[src/rtl/vote_button_conditioner.sv]
// Conditions four raw candidate buttons into single-cycle vote pulses:
// 2-FF sync, per-button debounce, press/release/lockout FSM, display-mode select.
module vote_button_conditioner #(
  parameter int DEBOUNCE_CYCLES = 8,
  parameter int LOCKOUT_CYCLES  = 8
) (
  input  logic       clk,
  input  logic       rst,
  input  logic       mode,
  input  logic       candid1,
  input  logic       candid2,
  input  logic       candid3,
  input  logic       candid4,
  output logic [3:0] vote,
  output logic [3:0] sel,
  output logic       conflict,
  output logic       busy
);

  localparam int DW = $clog2(DEBOUNCE_CYCLES + 1);
  localparam int LW = $clog2(LOCKOUT_CYCLES + 1);
  localparam logic [DW-1:0] DB_LAST  = DW'(DEBOUNCE_CYCLES - 1);
  localparam logic [LW-1:0] LOCK_LD  = LW'(LOCKOUT_CYCLES);

  typedef enum logic [1:0] {
    IDLE         = 2'd0,
    WAIT_RELEASE = 2'd1,
    LOCKOUT      = 2'd2
  } state_t;

  logic [3:0]    raw_s;
  logic [3:0]    sync1_r;
  logic [3:0]    sync2_r;
  logic [3:0]    db_r;
  logic [DW-1:0] db_cnt_r [4];
  logic [LW-1:0] lock_cnt_r;
  logic          multi_s;
  state_t        state_r;

  assign raw_s   = {candid4, candid3, candid2, candid1};
  // More than one debounced button high: clearing the lowest set bit leaves something.
  assign multi_s = |(db_r & (db_r - 4'd1));

  // Two-flop synchroniser for the asynchronous buttons.
  always_ff @(posedge clk or posedge rst) begin
    if (rst) begin
      sync1_r <= 4'd0;
      sync2_r <= 4'd0;
    end else begin
      sync1_r <= raw_s;
      sync2_r <= sync1_r;
    end
  end

  // Debounce: db toggles once the synced level has disagreed for DEBOUNCE_CYCLES in a row.
  always_ff @(posedge clk or posedge rst) begin
    if (rst) begin
      db_r <= 4'd0;
      for (int i = 0; i < 4; i++) begin
        db_cnt_r[i] <= '0;
      end
    end else begin
      for (int i = 0; i < 4; i++) begin
        if (sync2_r[i] == db_r[i]) begin
          db_cnt_r[i] <= '0;
        end else if (db_cnt_r[i] == DB_LAST) begin
          db_cnt_r[i] <= '0;
          db_r[i]     <= sync2_r[i];
        end else begin
          db_cnt_r[i] <= db_cnt_r[i] + DW'(1);
        end
      end
    end
  end

  // Press/release/lockout FSM with registered vote, conflict, sel and busy.
  always_ff @(posedge clk or posedge rst) begin
    if (rst) begin
      state_r    <= IDLE;
      lock_cnt_r <= '0;
      vote       <= 4'd0;
      sel        <= 4'd0;
      conflict   <= 1'b0;
      busy       <= 1'b0;
    end else begin
      vote     <= 4'd0;
      conflict <= 1'b0;
      sel      <= db_r & {4{mode}};
      case (state_r)
        IDLE: begin
          if (db_r != 4'd0) begin
            state_r <= WAIT_RELEASE;
            busy    <= 1'b1;
            if (multi_s) begin
              conflict <= 1'b1;
            end else if (!mode) begin
              vote <= db_r;
            end else begin
              vote <= 4'd0;
            end
          end else begin
            busy <= 1'b0;
          end
        end
        WAIT_RELEASE: begin
          busy <= 1'b1;
          if (db_r == 4'd0) begin
            state_r    <= LOCKOUT;
            lock_cnt_r <= LOCK_LD;
          end else begin
            state_r <= WAIT_RELEASE;
          end
        end
        LOCKOUT: begin
          // A press still debounced when the count expires is treated as held, not new.
          if (lock_cnt_r <= LW'(1)) begin
            lock_cnt_r <= '0;
            if (db_r == 4'd0) begin
              state_r <= IDLE;
              busy    <= 1'b0;
            end else begin
              state_r <= WAIT_RELEASE;
              busy    <= 1'b1;
            end
          end else begin
            lock_cnt_r <= lock_cnt_r - LW'(1);
            busy       <= 1'b1;
          end
        end
        default: begin
          state_r    <= IDLE;
          lock_cnt_r <= '0;
          busy       <= 1'b0;
        end
      endcase
    end
  end

endmodule

[config.mk]
export PLATFORM = sky130hd
export DESIGN_NAME = vote_button_conditioner
export DESIGN_NICKNAME = d
export VERILOG_FILES = /design/src/rtl/vote_button_conditioner.sv
export SDC_FILE = /design/constraint.sdc
export NUM_CORES = 1
export LEC_CHECK = 0
export CAP_MARGIN = 20
export CORE_MARGIN = 2
export CORE_UTILIZATION = 45
export CTS_CLUSTER_DIAMETER = 200
export CTS_CLUSTER_SIZE = 28
export DETAILED_ROUTE_END_ITERATION = 8
export HOLD_SLACK_MARGIN = 0.03
export PLACE_DENSITY = 0.73
export SLEW_MARGIN = 20
export SYNTH_ARGS = -nofsm -noshare
export SYNTH_HDL_FRONTEND = slang
export SYNTH_SLANG_ARGS = --single-unit
export TNS_END_PERCENT = 100
[constraint.sdc]
create_clock -name clk -period 1.7 [get_ports clk]
set_input_delay 0.34 -clock clk [delete_from_list [all_inputs] [get_ports clk]]
set_output_delay 0.34 -clock clk [all_outputs]
set_load 0.01 [all_outputs]
-- Word-level counts from Yosys, hierarchy flattened
Index checks and enable logic that the tools add are counted.
- bits in registers: 44
- input bits: 7
- output and inout bits: 10
- logic and storage cells: 80
- $add $sub $neg: 6
- magnitude comparators: 1
- equal/unequal tests: 13
- mux-type cells: 27
- bitwise logic cells: 7
- reduce and logical (&&, ||, !) cells: 10
- operator list (kind ; count):
    two-way mux 4 bit ; 14
    adder 4 x 1 -> 4 bit (second input constant) ; 4
    equality test 4 x 3 -> 1 bit (second input constant) ; 4
    case mux 4 bit (3 select lines) ; 1
    AND reduction 2 bit ; 6
    AND 4 bit ; 2
    subtractor 4 x 1 -> 4 bit (second input constant) ; 2
    two-way mux 1 bit ; 7
    two-way mux 2 bit ; 3
    inequality test 2 bit (second input constant) ; 3
    case mux 2 bit (3 select lines) ; 1
    NOT 1 bit ; 5
    equality test 1 bit ; 4
    <= comparator 4 x 1 -> 1 bit (second input constant) ; 1
    logical NOT 4 bit ; 1
    nonzero test 4 bit ; 1
    OR reduction 4 bit ; 1
    case mux 1 bit (3 select lines) ; 1
    equality test 2 x 1 -> 1 bit (second input constant) ; 1
    equality test 2 bit (second input constant) ; 1
    logical NOT 2 bit ; 1

-- Depth between registers and ports, before layout
Gate-level depths: netlist of the first run.
- word-level depth: 6
- depth in mapped cells: 6
- gate-level depth less buffers: 6

-- Worst setup path before layout of the first run
No wires, ideal clock.
- path type: reg2reg
- start: register db_r[1]
- end: register lock_cnt_r[1]
- setup time: 125 ps
- arrival: 1576 ps
- data required time: 1575 ps
- setup slack: -1 ps
- cell stages (with the launch flop): 5
- path buffers: 1
- cells stage by stage: dfrtp_1 buf_6 or4_4 a21oi_4 mux2_2
- cells in the longest elaborated chain, start to end: 3
- RTL lines (item ; RTL line ; RTL):
    start, declared ; 34 ; logic [3:0] db_r;
    start signal, assigned by index ; 68 ; db_r[i] <= sync2_r[i];
    logical NOT 4 bit ; 107 ; if (db_r == 4'd0) begin
    inequality test 2 bit (no line) ; n/a ;
    AND reduction 2 bit (no line) ; n/a ;
    end signal, assigned ; 126 ; lock_cnt_r <= lock_cnt_r - LW'(1);
    end, declared ; 36 ; logic [LW-1:0] lock_cnt_r;
No other way between the ends.
A chain may end at the register's enable or synchronous reset.

-- Worst setup path after layout of the first run
- start: register db_r[0]
- end: register lock_cnt_r[1]
The elaborated chain is that of the path after synthesis.

==> results of run 1 <==
-- layout by cell type, fill, tap and decap left out, types with 4 or more instances in the layout --
master	Yosys	routed
xnor2_1	8	8
nor2_1	15	15
clkdlybuf4s50_1	0	16
nand2_1	5	5
nor3_1	10	10
mux2_2	5	5
buf_4	1	9
inv_1	7	7
nand3_1	4	4
a21oi_1	5	5
clkbuf_8	0	5
ha_1	10	9
nor2b_1	5	5
dfrtp_1	44	44
-- power by group --
group	total, mW	internal (mW)	switching, mW	leakage, nW
Clock	0.736	0.421	0.314	0.0501
Sequential	1.44	1.29	0.155	0.580
Combinational	1.26	0.622	0.635	0.403
Total	3.44	2.33	1.10	1.03
-- through the flow --
| step | cells | util (%) | TNS [ns] | total power [mW] | cell area [µm²] |
|---|---|---|---|---|---|
| after floorplan | 151 | - | 0 | 2.28 | 1840 |
| after global placement | 222 | 53.1 | 0 | 2.57 | 2110 |
| after detailed placement | 222 | 53.1 | -0.0140 | 2.66 | 2110 |
| after CTS | 228 | 55.7 | 0 | 3.42 | 2210 |
| after global routing | 230 | 56.5 | -0.0225 | 3.68 | 2240 |
| final | 230 | 56.5 | 0 | 3.44 | 2240 |
-- routing by layer --
metal  share of wire (%)  track usage (%)  vias to the layer above
li1                    -                -                      576
met1                  43             18.7                      590
met2                  53             27.6                       15
met3                 2.9             3.62                        6
met4                 1.8             7.75                        0
met5                   0                0                        -
-- layout make-up --
cell class / count / area [µm²]
well taps: 50 / 62.6
clock inverters: 1 / 30.0
fillers: 322 / 1730
inverters: 7 / 26.3
clock buffers: 5 / 68.8
multi-input cells: 97 / 707
flip-flops and latches: 44 / 1100
repair buffers: 26 / 248
-- state kept, by name, summed over array words and instances (netlist names) --
signal	count
state_r	2
vote	4
conflict	1
sync2_r	4
sel	4
busy	1
db_r	4
lock_cnt_r	4
db_cnt_r	16
sync1_r	4
-- logic make-up (layout without fill, tap and decap cells) --
group / after synthesis / in the layout
XOR/XNOR: 8 / 8
flip-flops: 44 / 44
AND/OR/NAND/NOR: 54 / 54
buffers and inverters: 10 / 39
AO/OA/AOI/OAI: 20 / 20
multiplexers: 5 / 5
adder cells (fa/ha/maj): 10 / 10
-- timing repair --
item,CTS,global route
pin swaps,0,0
endpoints found under the hold margin,0,0
endpoints found under the setup margin,2,8
hold buffers,0,0
gates resized for setup,1,6
buffers inserted,0,2
-- how the worst max path moves through the flow --
| stage | from | to | slack (ns) | depth (start not counted) |
|---|---|---|---|---|
| after detailed placement | lock_cnt_r[0] | state_r[1] | -0.01 | 6 |
| after global routing | db_r[0] | lock_cnt_r[1] | -0.02 | 3 |
| final | db_r[0] | lock_cnt_r[1] | 0.01 | 3 |
| after CTS | db_r[0] | lock_cnt_r[1] | 0.02 | 3 |
| after global placement | mode | vote[2] | 0.07 | 3 |
| after floorplan | state_r[0] | vote[2] | 0.001 | 5 |
==> out/qor.log, run 1 <==
INFO  place          weighted_congestion_at_the_end_of_routability_driven_global_placement=0.766
INFO  routing        wl_per_cell=14.1µm
INFO  logic_synthesis synth_adder_area_share=6.81%
INFO  setup_path     worst-endpoint-arrival=1.87ns
INFO  setup_path     setup.reg_to_reg.worst_slack=0.01ns
INFO  hold_path      worst_hold_path_type=register to register
INFO  routing        detail_route.vias_per_cell=5.16
INFO  global_routing grt_max_degree=45
INFO  routing        detail_route.iter0.violations=27
INFO  status         outcome=finished clean
INFO  floorplan      num_io_pins=17
INFO  hold_path      min_from=sync1_r[2]
INFO  logic_synthesis post_synth_instance_area=0.00184mm²
INFO  cts            cts.sinks=44
INFO  cts            clkTransAtPathRegs=0.07ns
INFO  logic_synthesis synth.ff_latch_count=44
INFO  logic_synthesis postSynth.asyncResetShare=100%
INFO  timing         fmax=592MHz
INFO  timing         rsz0062_at_grt=yes
INFO  routing        dr_total_vias=1,187
INFO  flow_run       drv.max_cap_violation_count=0
INFO  global_routing grt.total_usage=16.0%
INFO  setup_path     worstPathRequired=1.88ns
INFO  timing         layout_setup_ws=0.0112ns
INFO  floorplan      die_area=0.00461mm²
INFO  logic_synthesis synth-simple-area-share=15.8%
INFO  setup_path     reg2reg_to=lock_cnt_r[1]
INFO  power          power_density=1530mW/mm²
INFO  floorplan      die_w=67.9µm
INFO  finish         fin_nets=198
INFO  cts            clockBufferDepth=2
INFO  logic_synthesis yosys.cell_types.count=33
INFO  hold_path      worst_hold_path.endpoint=sync2_r[2]
INFO  place          post-place-ws=-0.0140ns
INFO  setup_path     critPathMaxFanout=7
INFO  timing         final_hold_viol_count=0
INFO  logic_synthesis synth_edf_count=0
INFO  floorplan      initial_core_util=46.3%
INFO  logic_synthesis synth_top_cells_by_area=dfrtp_1, ha_1, xnor2_1, mux2_2, nor2_1
INFO  finish         antenna_cells_inserted=0
INFO  timing         slew_headroom=76.3%
INFO  setup_path     timing.rr.start=db_r[0]
INFO  setup_path     cp_max_stage_delay=0.59ns
INFO  setup_path     startpoint_type=register
INFO  setup_path     crit_slowest_cell=or4_4
INFO  timing         worst_clock_skew=0.00516ns
INFO  global_routing antenna_violations_before_repair=0
INFO  setup_path     worst_setup_path_end_kind=register
INFO  finish         areaGrowthSynthToFinish=22.1%
INFO  cts            cts_bufs_inserted=5
INFO  timing         final_min_period_over_clock_period=99.3%
INFO  power          p_leak=1.03nW
INFO  global_routing first_global_vias=1,248
INFO  logic_synthesis xor_xnor_fraction_of_synth_area=3.81%
INFO  global_routing globalRouteOverflowTotal=0
INFO  cts            clock_latency=0.29ns
INFO  timing         setup_violations=0
INFO  logic_synthesis syn_inst=151
INFO  routing        drc=0
INFO  logic_synthesis synthDominantCellAreaShare=59.9%
INFO  routing        detailedRoute.firstPassIterationCount=4
INFO  routing        drt_wl_total=3250µm
INFO  timing         tightestPinTransition=0.353ns
INFO  logic_synthesis synth_ff_type=dfrtp_1
INFO  logic_synthesis synth.largest_area_cell=dfrtp_1
INFO  logic_synthesis largest_family_of_logic_cells_by_synthesized_area=simple AND/OR/NAND/NOR gates
INFO  logic_synthesis synth.cells.most_frequent=dfrtp_1, nor2_1, ha_1, nor3_1, xnor2_1
INFO  floorplan      die_h=67.9µm
INFO  logic_synthesis share_of_the_synthesized_area_in_compound_gates_ao_oa_aoi_oai=7.90%
INFO  timing         hold_ws=0.350ns
INFO  logic_synthesis yosysMostFrequentCell=dfrtp_1
INFO  setup_path     setup.worst_path.class=register to register
INFO  logic_synthesis postSynthAreaPerCell=12.2µm²
INFO  setup_path     total_buffers_and_inverters_traversed_by_the_critical_path=0
INFO  cts            clk_root_buffer_cell=clkbuf_8
INFO  hold_path      holdPathStages=0
INFO  routing        final_antenna_net_count=0
INFO  place          hpwl=2350µm
INFO  cts            htree_num_levels=2
INFO  power          vdd.ir_drop.worst=821µV
INFO  setup_path     timing.critical_path.max_delay_family=simple AND/OR/NAND/NOR gates
INFO  timing         final.min_clock_period=1.69ns
INFO  logic_synthesis ys.warnings.count=0
INFO  logic_synthesis synth-seq-area-share=59.9%
INFO  setup_path     reg2reg_depth=3
INFO  floorplan      fp.coreArea=0.00397mm²
INFO  logic_synthesis syn-num-nets=168
INFO  setup_path     path_cells=or4_4 > a21oi_4 > mux2_2
INFO  floorplan      rows=23
INFO  cts            cts_tree=done
INFO  place          placement.io_buffers=16
INFO  timing         max_slew_violations=0
INFO  finish         drive_gt1_share=16.7%
INFO  global_routing grt_pass1_wl=5390µm
INFO  logic_synthesis synth.mux.area_fraction=3.07%
(Power assumes the default switching activity.)
==> inputs of run 2 (changes only) <==
--- a/config.mk
+++ b/config.mk
@@ -5,6 +5,7 @@
 export SDC_FILE = /design/constraint.sdc
 export NUM_CORES = 1
 export LEC_CHECK = 0
+export ABC_CLOCK_PERIOD_IN_PS = 1700
 export CAP_MARGIN = 20
 export CORE_MARGIN = 2
 export CORE_UTILIZATION = 45
@@ -13,6 +14,7 @@
 export DETAILED_ROUTE_END_ITERATION = 8
 export HOLD_SLACK_MARGIN = 0.03
 export PLACE_DENSITY = 0.73
+export SETUP_SLACK_MARGIN = 0.3
 export SLEW_MARGIN = 20
 export SYNTH_ARGS = -nofsm -noshare
 export SYNTH_HDL_FRONTEND = slang
==> run 2 against run 1 <==
Net effect: register-to-register slack improved by 0.04 ns; critical endpoint is now lock_cnt_r[0]; largest cell class unchanged; combinational power increased by 24%; sequential power about the same; worst hold slack improved by 0.0011 ns.
==> out/qor.log, run 2 (same netlist as run 1, synthesis figures left out) <==
INFO  timing         hold_ws=0.351ns [+0.00108 ns]
INFO  setup_path     timing.rr.start=db_r[1]
INFO  setup_path     worst-endpoint-arrival=1.87ns [about the same]
INFO  global_routing grt.total_usage=17.3% [+1.4 points]
INFO  cts            htree_num_levels=2 [unchanged]
INFO  cts            clock_latency=0.30ns [about the same]
INFO  finish         areaGrowthSynthToFinish=29.4%
INFO  floorplan      die_area=0.00461mm² [unchanged]
INFO  timing         tightestPinTransition=0.348ns [-0.00485 ns]
INFO  routing        drt_wl_total=3490µm [+7.2%]
INFO  finish         regMostFlops=db_cnt_r
INFO  setup_path     critPathMaxFanout=6 [-1]
INFO  cts            clk_root_buffer_cell=clkbuf_8
INFO  global_routing grt_pass1_wl=5680µm [+5.4%]
INFO  power          vdd.ir_drop.worst=798µV [-2.8%]
INFO  routing        top_layer_used=met4
INFO  routing        routed-wl-met2=1790µm [+4.1%]
INFO  timing         final_min_period_over_clock_period=97.2% [-2.1 points]
INFO  timing         final.min_clock_period=1.65ns [-0.0361 ns]
INFO  timing         fmax=605MHz [+2.2%]
INFO  routing        detail_route.iter0.violations=37 [+37%]
INFO  hold_path      min_from=sync1_r[1]
INFO  setup_path     setup.reg_to_reg.worst_slack=0.05ns [+0.04 ns]
INFO  timing         max_slew_violations=0 [unchanged]
INFO  finish         antenna_cells_inserted=0 [unchanged]
INFO  floorplan      die_w=67.9µm [unchanged]
INFO  global_routing first_global_vias=1,238 [-0.80%]
INFO  cts            cts_bufs_inserted=5 [unchanged]
INFO  place          weighted_congestion_at_the_end_of_routability_driven_global_placement=0.789 [+3.0%]
INFO  global_routing grt_max_degree=45 [unchanged]
INFO  routing        dr_total_vias=1,250 [+5.3%]
INFO  timing         final_hold_viol_count=0 [unchanged]
INFO  routing        detailedRoute.firstPassIterationCount=4 [unchanged]
INFO  timing         slew_headroom=76.6% [+0.33 points]
INFO  finish         largest_reg_flops=16 [unchanged]
INFO  status         outcome=finished clean
INFO  setup_path     setup.worst_path.class=register to register
INFO  place          placement.io_buffers=16 [unchanged]
INFO  cts            cts_tree=done
INFO  routing        final_antenna_net_count=0 [unchanged]
INFO  floorplan      fp.coreArea=0.00397mm² [unchanged]
INFO  routing        detail_route.vias_per_cell=5.23 [+1.3%]
INFO  setup_path     startpoint_type=register
INFO  finish         drive_gt1_share=28.6% [+12 points]
INFO  hold_path      holdPathStages=0 [unchanged]
INFO  hold_path      worst_hold_path_type=register to register
INFO  floorplan      initial_core_util=46.3% [unchanged]
INFO  hold_path      worst_hold_path.endpoint=sync2_r[1]
INFO  cts            clkTransAtPathRegs=0.08ns [about the same]
INFO  finish         fin_nets=205 [+3.5%]
INFO  setup_path     reg2reg_to=lock_cnt_r[0]
INFO  routing        route.met3.wl=147µm [+58%]
INFO  place          hpwl=2220µm [-5.5%]
INFO  floorplan      die_h=67.9µm [unchanged]
INFO  setup_path     worstPathRequired=1.91ns [+0.03 ns]
INFO  routing        drc=0 [unchanged]
INFO  cts            clockBufferDepth=2 [unchanged]
INFO  finish         final_common_cell=dfrtp_1
INFO  floorplan      rows=23 [unchanged]
INFO  power          power_density=1550mW/mm² [+1.1%]
INFO  timing         rsz0062_at_grt=yes
INFO  floorplan      num_io_pins=17 [unchanged]
INFO  power          p_leak=1.13nW [+9.2%]
INFO  setup_path     crit_path_start=db_r[1]
INFO  setup_path     worst_setup_path_end_kind=register
INFO  flow_run       drv.max_cap_violation_count=0 [unchanged]
INFO  routing        wl_per_cell=14.6µm [+3.2%]
INFO  global_routing globalRouteOverflowTotal=0 [unchanged]
INFO  setup_path     reg2reg_depth=5 [+2]
INFO  timing         setup_violations=0 [unchanged]
INFO  cts            cts.sinks=44 [unchanged]
INFO  routing        m1_wire_length=1470µm [+6.4%]
INFO  timing         fin_setup_tns=0ns [unchanged]
INFO  global_routing antenna_violations_before_repair=0 [unchanged]
INFO  timing         worst_clock_skew=0.0117ns [+0.00655 ns]
INFO  finish         most_used_cells_in_the_layout_excluding_fill_and_tap_cells=dfrtp_1, buf_4, nor2_1
run 2: cell count changes in the layout (fill, tap and decap cells not counted), moves of 2 or more:
| cell | change |
|---|---|
| ha_2 | +2 |
| inv_2 | +5 |
| o21ai_2 | +2 |
| ha_1 | -5 |
| dlygate4sd2_1 | +10 |
| ha_4 | +3 |
| o21ai_0 | -2 |
| inv_1 | -5 |
| buf_4 | +6 |
| clkdlybuf4s50_1 | -10 |
run 2: cell type report:
class,count,area [µm²]
clock buffers,7,86.3
clock inverters,1,7.51
fillers,319,1600
inverters,7,26.3
multi-input cells,97,801
flip-flops and latches,44,1100
well taps,50,62.6
repair buffers,33,292
run 2: worst max path at each step:
stage | to | slack (ns) | cells after the start
after floorplan | lock_cnt_r[1] | 0.05 | 4
after global placement | vote[2] | 0.1 | 3
after detailed placement | state_r[1] | 0.05 | 6
after CTS | lock_cnt_r[1] | 0.11 | 3
after global routing | lock_cnt_r[0] | 0.008 | 5
final | lock_cnt_r[0] | 0.05 | 5
run 2: power by group:
group          internal [mW]  leakage (nW)  switching (mW)
clock                  0.330        0.0445           0.338
sequential              1.29         0.580           0.159
combinational          0.799         0.503           0.766
run 2: repair_timing:
action	4_1_cts	5_1_grt
hold buffers	0	0
setup buffers	10	1
setup endpoints to repair	18	10
hold endpoints to repair	0	0
pin swaps	6	6
gates resized for setup	28	8
run 2: through the flow:
step,instances,utilization (%),setup slack (ns),power (mW),cell area (µm²)
floorplan,151,-,0.0473,2.34,1860
global placement,220,53.3,0.0970,2.60,2120
detailed placement,220,53.3,0.0489,2.69,2120
CTS,238,59.0,0.105,3.58,2340
global route,239,59.8,0.00777,3.93,2380
finish,239,59.8,0.0472,3.68,2380
run 2: layer usage:
layer,vias to the layer above,GRT usage (%)
li1,594,-
met1,620,20.3
met2,28,28.6
met3,8,4.93
met4,0,9.75
met5,-,0
run 2: critical path, stage by stage (launching register included):
cell	delay, ns
dfrtp_1	0.38
or4_4	0.56
a21oi_4	0.25
buf_4	0.17
nand3b_1	0.11
o21ai_2	0.10
